**config.mk**
```make
export PLATFORM = sky130hd
export DESIGN_NAME = jtag_tap_master
export DESIGN_NICKNAME = d
export VERILOG_FILES = /design/src/rtl/jtag_tap_master.sv
export SDC_FILE = /design/constraint.sdc
export NUM_CORES = 1
export LEC_CHECK = 0
export CAP_MARGIN = 5
export CORE_MARGIN = 1
export CORE_UTILIZATION = 54
export DETAILED_ROUTE_END_ITERATION = 10
export PLACE_DENSITY = 0.87
export SLEW_MARGIN = 15
export SYNTH_ARGS = -nofsm -noshare
export SYNTH_HDL_FRONTEND = slang
export SYNTH_SLANG_ARGS = --single-unit
```
**constraint.sdc**
```tcl
create_clock -name CLK -period 4.5 [get_ports CLK]
set_input_delay 0.675 -clock CLK [delete_from_list [all_inputs] [get_ports CLK]]
set_output_delay 0.675 -clock CLK [all_outputs]
set_load 0.05 [all_outputs]
```
**src/rtl/jtag_tap_master.sv**
```systemverilog
`timescale 1ns/1ps
// jtag_tap_master
//   Fabric-side JTAG initiator. After reset it walks the TAP into
//   Test-Logic-Reset and then Run-Test/Idle. Each START request performs one
//   IR scan followed by an optional DR scan. Every transaction starts and
//   ends in Run-Test/Idle.
//
// Ports
//   CLK, RST_N   system clock, asynchronous active-low reset
//   START        single-cycle request, accepted only while BUSY=0
//   IR_IN        instruction, shifted LSB first
//   DR_IN        data, shifted LSB first
//   DR_LEN       number of DR bits (0 = IR scan only; clamped to DR_MAX)
//   TDO          serial data returned from the TAP
//   TCK/TMS/TDI  JTAG drive
//   BUSY         init sequence or transaction in progress
//   DONE         one-CLK pulse when a transaction completes
//   DR_OUT       captured TDO bits, LSB = first captured, unused bits 0
//
// Build option
//   JTAG_SKIP_IR_EN: skips the IR scan when IR_IN matches the last IR that
//   was fully shifted since reset.
module jtag_tap_master #(
  parameter int IR_WIDTH = 10,
  parameter int DR_MAX   = 32,
  parameter int HALF_DIV = 2
) (
  input  logic                         CLK,
  input  logic                         RST_N,
  input  logic                         START,
  input  logic [IR_WIDTH-1:0]          IR_IN,
  input  logic [DR_MAX-1:0]            DR_IN,
  input  logic [$clog2(DR_MAX+1)-1:0]  DR_LEN,
  input  logic                         TDO,
  output logic                         TCK,
  output logic                         TMS,
  output logic                         TDI,
  output logic                         BUSY,
  output logic                         DONE,
  output logic [DR_MAX-1:0]            DR_OUT
);

  localparam int LEN_W = $clog2(DR_MAX + 1);
  localparam int CMAX  = ((IR_WIDTH > DR_MAX) ? IR_WIDTH : DR_MAX) + 6;
  localparam int CNT_W = $clog2(CMAX + 1);
  localparam int PH_W  = $clog2(2 * HALF_DIV);
  localparam int IRI_W = (IR_WIDTH > 1) ? $clog2(IR_WIDTH) : 1;
  localparam int DRI_W = (DR_MAX > 1) ? $clog2(DR_MAX) : 1;

  typedef enum logic [3:0] {
    S_INIT, S_IDLE, S_IR_HDR, S_IR_SHIFT, S_IR_TAIL,
    S_DR_HDR, S_DR_SHIFT, S_DR_TAIL, S_FIN
  } state_e;

  state_e              state_q, state_d;
  logic [CNT_W-1:0]    cnt_q, cnt_d;
  logic [PH_W-1:0]     phase_q, phase_d;
  logic                tck_q, tck_d, tms_q, tms_d, tdi_q, tdi_d;
  logic [IR_WIDTH-1:0] ir_q, ir_d;
  logic [DR_MAX-1:0]   dr_q, dr_d, dout_q, dout_d;
  logic [LEN_W-1:0]    len_q, len_d;
  logic [CNT_W-1:0]    dr_last;
  logic                load;
`ifdef JTAG_SKIP_IR_EN
  logic [IR_WIDTH-1:0] last_ir_q, last_ir_d;
  logic                ir_valid_q, ir_valid_d;
`endif

  // TMS value for a given tick of a given state.
  function automatic logic tms_for(input state_e st, input logic [CNT_W-1:0] cnt,
                                   input logic [CNT_W-1:0] last);
    case (st)
      S_INIT:     return cnt < CNT_W'(5);
      S_IR_HDR:   return cnt < CNT_W'(2);
      S_IR_SHIFT: return cnt == CNT_W'(IR_WIDTH - 1);
      S_IR_TAIL:  return cnt == '0;
      S_DR_HDR:   return cnt == '0;
      S_DR_SHIFT: return cnt == last;
      S_DR_TAIL:  return cnt == '0;
      default:    return 1'b0;
    endcase
  endfunction

  always_comb begin
    state_d = state_q;
    cnt_d   = cnt_q;
    phase_d = phase_q;
    tck_d   = tck_q;
    tms_d   = tms_q;
    tdi_d   = tdi_q;
    ir_d    = ir_q;
    dr_d    = dr_q;
    len_d   = len_q;
    dout_d  = dout_q;
    load    = 1'b0;
`ifdef JTAG_SKIP_IR_EN
    last_ir_d  = last_ir_q;
    ir_valid_d = ir_valid_q;
`endif

    if (state_q == S_IDLE || state_q == S_FIN) begin
      if (state_q == S_FIN) state_d = S_IDLE;
      if (START) begin
        ir_d    = IR_IN;
        dr_d    = DR_IN;
        len_d   = (DR_LEN > LEN_W'(DR_MAX)) ? LEN_W'(DR_MAX) : DR_LEN;
        dout_d  = '0;
        cnt_d   = '0;
        phase_d = '0;
        load    = 1'b1;
        state_d = S_IR_HDR;
`ifdef JTAG_SKIP_IR_EN
        if (ir_valid_q && IR_IN == last_ir_q)
          state_d = (len_d == '0) ? S_FIN : S_DR_HDR;
`endif
      end
    end else begin
      // Rising TCK and TDO sample share the mid-tick CLK edge.
      if (phase_q == PH_W'(HALF_DIV - 1)) begin
        tck_d = 1'b1;
        if (state_q == S_DR_SHIFT) dout_d[cnt_q[DRI_W-1:0]] = TDO;
      end
      if (phase_q == PH_W'(2 * HALF_DIV - 1)) begin
        // Tick boundary: TCK falls and the next tick's TMS/TDI are launched.
        tck_d   = 1'b0;
        phase_d = '0;
        load    = 1'b1;
        cnt_d   = cnt_q + CNT_W'(1);
        case (state_q)
          S_INIT:
            if (cnt_q == CNT_W'(5)) begin state_d = S_IDLE; cnt_d = '0; end
          S_IR_HDR:
            if (cnt_q == CNT_W'(3)) begin state_d = S_IR_SHIFT; cnt_d = '0; end
          S_IR_SHIFT:
            if (cnt_q == CNT_W'(IR_WIDTH - 1)) begin state_d = S_IR_TAIL; cnt_d = '0; end
          S_IR_TAIL:
            if (cnt_q == CNT_W'(1)) begin
              state_d = (len_q != '0) ? S_DR_HDR : S_FIN;
              cnt_d   = '0;
`ifdef JTAG_SKIP_IR_EN
              last_ir_d  = ir_q;
              ir_valid_d = 1'b1;
`endif
            end
          S_DR_HDR:
            if (cnt_q == CNT_W'(2)) begin state_d = S_DR_SHIFT; cnt_d = '0; end
          S_DR_SHIFT:
            if (cnt_q == CNT_W'(len_q) - CNT_W'(1)) begin state_d = S_DR_TAIL; cnt_d = '0; end
          S_DR_TAIL:
            if (cnt_q == CNT_W'(1)) begin state_d = S_FIN; cnt_d = '0; end
          default: ;
        endcase
      end else begin
        phase_d = phase_q + PH_W'(1);
      end
    end

    dr_last = CNT_W'(len_d) - CNT_W'(1);
    if (load) begin
      tms_d = tms_for(state_d, cnt_d, dr_last);
      case (state_d)
        S_IR_SHIFT: tdi_d = ir_d[cnt_d[IRI_W-1:0]];
        S_DR_SHIFT: tdi_d = dr_d[cnt_d[DRI_W-1:0]];
        default:    tdi_d = 1'b0;
      endcase
    end
  end

  always_ff @(posedge CLK or negedge RST_N) begin
    if (!RST_N) begin
      state_q <= S_INIT;
      cnt_q   <= '0;
      phase_q <= '0;
      tck_q   <= 1'b0;
      tms_q   <= 1'b1;
      tdi_q   <= 1'b0;
      ir_q    <= '0;
      dr_q    <= '0;
      len_q   <= '0;
      dout_q  <= '0;
`ifdef JTAG_SKIP_IR_EN
      last_ir_q  <= '0;
      ir_valid_q <= 1'b0;
`endif
    end else begin
      state_q <= state_d;
      cnt_q   <= cnt_d;
      phase_q <= phase_d;
      tck_q   <= tck_d;
      tms_q   <= tms_d;
      tdi_q   <= tdi_d;
      ir_q    <= ir_d;
      dr_q    <= dr_d;
      len_q   <= len_d;
      dout_q  <= dout_d;
`ifdef JTAG_SKIP_IR_EN
      last_ir_q  <= last_ir_d;
      ir_valid_q <= ir_valid_d;
`endif
    end
  end

  assign TCK    = tck_q;
  assign TMS    = tms_q;
  assign TDI    = tdi_q;
  assign BUSY   = !(state_q == S_IDLE || state_q == S_FIN);
  assign DONE   = (state_q == S_FIN);
  assign DR_OUT = dout_q;

endmodule

```
* After elaboration in Yosys (flattened, before gate mapping)
Cells that the tools add are included.
Storage, ports and cells: bits in registers 95, bits in latches 0, memory bits (writable) 0, memory bits (read-only) 0, input port bits 52, output and inout port bits 37, word-level logic and storage cells 112, memories kept 0
Cells by class: $add $sub $neg 4, multiply operators 0, divide/modulo/power cells 0, $lt $le $gt $ge 7, equal/unequal tests 25, shifts and indexed selects 0, mux-type cells 51, bitwise gates (word level) 1, reductions and logical operators 14
Operators by type and width (count):
- 32-bit two-way mux | 6
- 6-bit two-way mux | 12
- 4-bit two-way mux | 12
- 6-bit one-hot mux with 6 select lines | 1
- 32-bit bitwise mux | 1
- 4-bit by 3-bit equality test with 1-bit output (second input constant) | 8
- 4-bit one-hot mux with 7 select lines | 1
- 10-bit two-way mux | 2
- 4-bit by 2-bit equality test with 1-bit output (second input constant) | 4
- 6-bit by 2-bit equality test with 1-bit output (second input constant) | 2
- 6-bit by 4-bit equality test with 1-bit output (second input constant) | 2
- 6-bit equality test | 2
- 5-bit by 6-bit less-than comparator with 1-bit output (second input constant) | 2
- 6-bit by 1-bit subtractor with 6-bit output (second input constant) | 2
- 4-bit zero test | 2
- 1-bit two-way mux | 8
- 6-bit by 1-bit adder with 6-bit output (second input constant) | 1
- 6-bit by 1-bit equality test with 1-bit output (second input constant) | 1
- 6-bit by 3-bit equality test with 1-bit output (second input constant) | 1
- 6-bit greater-than comparator (second input constant) | 1
- 6-bit zero test | 1
- 6-bit by 2-bit less-than comparator with 1-bit output (second input constant) | 1
- 6-bit by 3-bit less-than comparator with 1-bit output (second input constant) | 1
- 2-bit two-way mux | 3
- 23 further kinds | 25

* Depth between registers and ports, before layout
depth after elaboration 9, mapped depth 16, depth with buffers taken out 13

* Least setup slack after synthesis
Ideal clock, no wire load.
path kind reg-to-reg, from register state_q[1], to register tms_q (netlist: TMS), setup time 0.072 ns, data arrival time 3.529 ns, slack 0.899 ns, stages on the path, launching flop included 10, path buffers 1, cells stage by stage dfrtp_1 > clkbuf_1 > nor4b_1 > a21oi_1 > o21ai_0 > nand3_1 > or2_1 > a2111oi_0 > o2bb2ai_1 > o21ai_1
Between the ends: word-level cells in the longest chain between the ends 7
RTL lines:
- start: declaration | line 55 | state_e state_q, state_d;
- start signal: assignment | line 186 | state_q <= state_d;
- 4-bit equality test *
- via DONE | line 39 | output logic DONE,
- parallel branches: the longest is 6 deep, another holds 6-bit by 1-bit subtractor with 6-bit output
- end signal: assignment | line 190 | tms_q <= tms_d;
- end: declaration | line 58 | logic tck_q, tck_d, tms_q, tms_d, tdi_q, tdi_d;
Mark *: on every way through the listed nets, which the timed path passes. A chain may end at the register's enable or synchronous reset.

* Final worst setup path
from register cnt_q[1], to register tdi_q (netlist: TDI)
Between the ends: word-level cells in the longest chain between the ends 8
RTL lines:
- start: declaration | line 56 | logic [CNT_W-1:0] cnt_q, cnt_d;
- start signal: assignment | line 187 | cnt_q <= cnt_d;
- 6-bit by 1-bit adder with 6-bit output (tied with other cells) | line 128 | cnt_d = cnt_q + CNT_W'(1);
- 6-bit two-way mux (tied with other cells) | line 137, 150
- 6-bit one-hot mux with 6 select lines | line 129 | case (state_q)
- 6-bit two-way mux | line 123 | if (phase_q == PH_W'(2 * HALF_DIV - 1)) begin
- 6-bit two-way mux | line 101 | if (state_q == S_IDLE || state_q == S_FIN) begin
- 1-bit binary-select mux with 5-bit select / 1-bit binary-select mux with 4-bit select (equally long branches) | line 163, 162
- 1-bit two-way mux, on equally long branches | line 163, 162
- 1-bit one-hot mux with 2 select lines * | line 161 | case (state_d)
- end signal: assignment | line 191 | tdi_q <= tdi_d;
- end: declaration | line 58
Mark *: on every way between the ends. The rest lies on a longest branch, timed or not. The select of a mux whose other input is x is not followed.

==> out/results.txt <==
top cells by count, synth - dfrtp_1 (94), o21ai_0 (70), mux2_2 (42), a21oi_1 (38), nand2_1 (35)
clock skew - 12.2 ps
Util after Layout - 68.1%
Syn. warnings - 0
vias per cell - 6.13
Clk Latency, worst-skew pair - 370 ps
total power - 0.00426 W
Area Growth Syn to Fin - 21.9%
Max Fclk - 250 MHz
final setup TNS - 0 ps
Slew Limit Headroom - 55.1%
number of post-CTS setup repair buffers - 0
RSZ-0062 raised after global routing - false
Inst Count DP - 763
CORE AREA - 9770 um2
largest net degree at the start of global routing - 54
cells after synthesis - 566
DRT Pass-1 Iters - 5
area share of the largest cell type after synthesis - 43.1%
Placer Congestion - 0.911
Post-synth EDFFs - 0
FF+latch area - 2380 um2
Crit Reg-Reg Startpoint - cnt_q[1]
total track usage - 27.4%
Mapped Area - 5460 um2
num rows - 36
worst-path maximum fanout - 15
initial antenna violation count - 0
R2R depth - 13
multi-input logic area - 2830 um2
antenna cells - 0
most common cell in the synthesized netlist - dfrtp_1
Die Span Y - 103 um
Synth Flop Type - dfrtp_1
Final Hold Fails - 0
worst min-delay path category - primary input to async pin
Static Leak - 2.83 nW
CTS clk-pin slew, worst paths - 100 ps
synth top area cells - dfrtp_1 (43%), mux2_2 (8.7%), o21ai_0 (6.4%), mux2i_1 (5.5%), a21oi_1 (3.5%)
FFs w/ async S/R, synth - 100%
total congestion overflow - 0
CP dominant cell by count - a21boi_1
CP Capture Type - flip-flop
Initial Util - 55.9%
FF-to-FF End - TDI
Final #Nets - 702
clock tree buffer depth - 2
status - completed
drt drc - 0
Final setup viols - 0
Peak VDD IR - 0.362 mV
Worst EP required - 4760 ps
cell taking the most area after synthesis - dfrtp_1
DR iter-0 viols - 266
synth unique cells - 69
WP data arrival - 4270 ps
Yosys reg bits - 95
PD cells - 640 nW/um2
total die area - 10,500 um2
TritonCTS Sinks - 95
vias - 4,777
CP max stage delay - 540 ps
Die Wd - 103 um
hold_buf cts - 0
Root Buffer - clkbuf_8
CP Capture Point - TDI
CTS tree - yes
share of layout cells above drive strength 1 - 13.9%
Crit Path Class - flip-flop to flip-flop
setup slack, reg-to-reg - 490 ps
first-pass GRT wire length - 22.4 mm
Least-Margin Pin Slew - 673 ps
vias in the first global route - 4,661
crit path max-delay cell type - ha_1
Antenna Violating Nets Remaining - 0
crit path cell chain - inv_1 > ha_1 > a21boi_1 > a2111oi_4 > a21boi_1 > a211oi_2 > inv_2 > buf_4 > mux2i_1 > nor2_1 > o32ai_1 > nor4_1 > or3b_1
TritonCTS Buffers - 9
Final Max Tran Viols - 0
htree depth - 3
average size of a mapped cell - 9.65 um2
Max Cap Viol - 0
Fill cells - 752
post_cts resized - 0
Setup crit start kind - flip-flop
Routed WL - 14.0 mm
dpl hpwl - 10.1 mm
fin cells - 779
post-route minimum period - 4010 ps
Routed wire per std cell - 17.9 um
final worst path period share - 89.0%
Critical Path Start - cnt_q[1]
sequential element share of the synthesized area - 43.5%
Syn Nets - 627
number of port buffers - 88
I/O pin count - 89
cells in the final DEF, fill, tap and decap left out, types with 18 or more instances in the layout:
cell type,Yosys,final
a21oi_1,38,38
dfrtp_1,94,94
o21ai_0,70,70
mux2_2,42,42
nand2_1,35,35
inv_1,20,20
clkdlybuf4s50_1,0,87
nor2_1,27,27
mux2i_1,30,30
nand3_1,18,18
worst max-delay path, delay by kind of cell, from the launching register on:
kind	cells	cell delay, ps
AOI/OAI and AO/OA	5	1510
muxes	1	200
buffers and inverters	3	620
adders and majority gates	1	540
DFF	1	490
and+or+nand+nor	3	520
worst min-delay path by stage:
stage,from,depth (start not counted),end
detailed placement,dr_q[2],1,dr_q[2]
global placement,ir_q[4],1,ir_q[4]
global route,RST_N,1,state_q[2]
floorplan,RST_N,0,DR_OUT[0]
CTS,RST_N,1,state_q[2]
finish,RST_N,1,state_q[2]
power by group:
group	switching (W)	internal, W
combinational	0.00138	0.000941
sequential	0.000189	0.00115
clock	0.000336	0.000268
total	0.00190	0.00236
cell type report:
| cell class | count | area share (%) |
|---|---|---|
| Clock inverter | 7 | 1.30 |
| Tap cell | 133 | 2.50 |
| Multi-Input combinational cell | 408 | 42.5 |
| Timing Repair Buffer | 102 | 14.8 |
| Clock buffer | 9 | 1.86 |
| Sequential cell | 95 | 35.7 |
| Inverter | 25 | 1.41 |
per-stage QoR:
stage	hold slack [ps]	instance area, um2	setup WS, ps
after floorplan	379	5460	899
after global placement	480	6450	316
after detailed placement	484	6450	236
after CTS	317	6660	518
after global routing	340	6660	242
final	298	6660	493
registers in the layout, indices dropped and copies added (netlist names):
register	count
ir_q	10
TMS	1
TCK	1
TDI	1
DR_OUT	32
len_q	6
state_q	4
dr_q	32
phase_q	2
cnt_q	6
logic make-up (layout without fill, tap and decap cells):
logic type	Yosys count	after routing	share of synthesized area [%]
xor+xnor	13	13	2.08
buf+inv	63	143	4.83
fa+ha+maj	9	9	2.06
mux	73	73	14.4
simple gates	156	156	15.1
compound gates	157	157	18.0
flops	95	95	43.5
layer usage:
metal	track usage, %	wire (um)	vias up
met4	8.46	307	0
met5	0	0	-
met2	47.6	7050	250
met3	4.81	1000	40
li1	-	-	2197
met1	34.8	5620	2290
(Power assumes the default switching activity.)
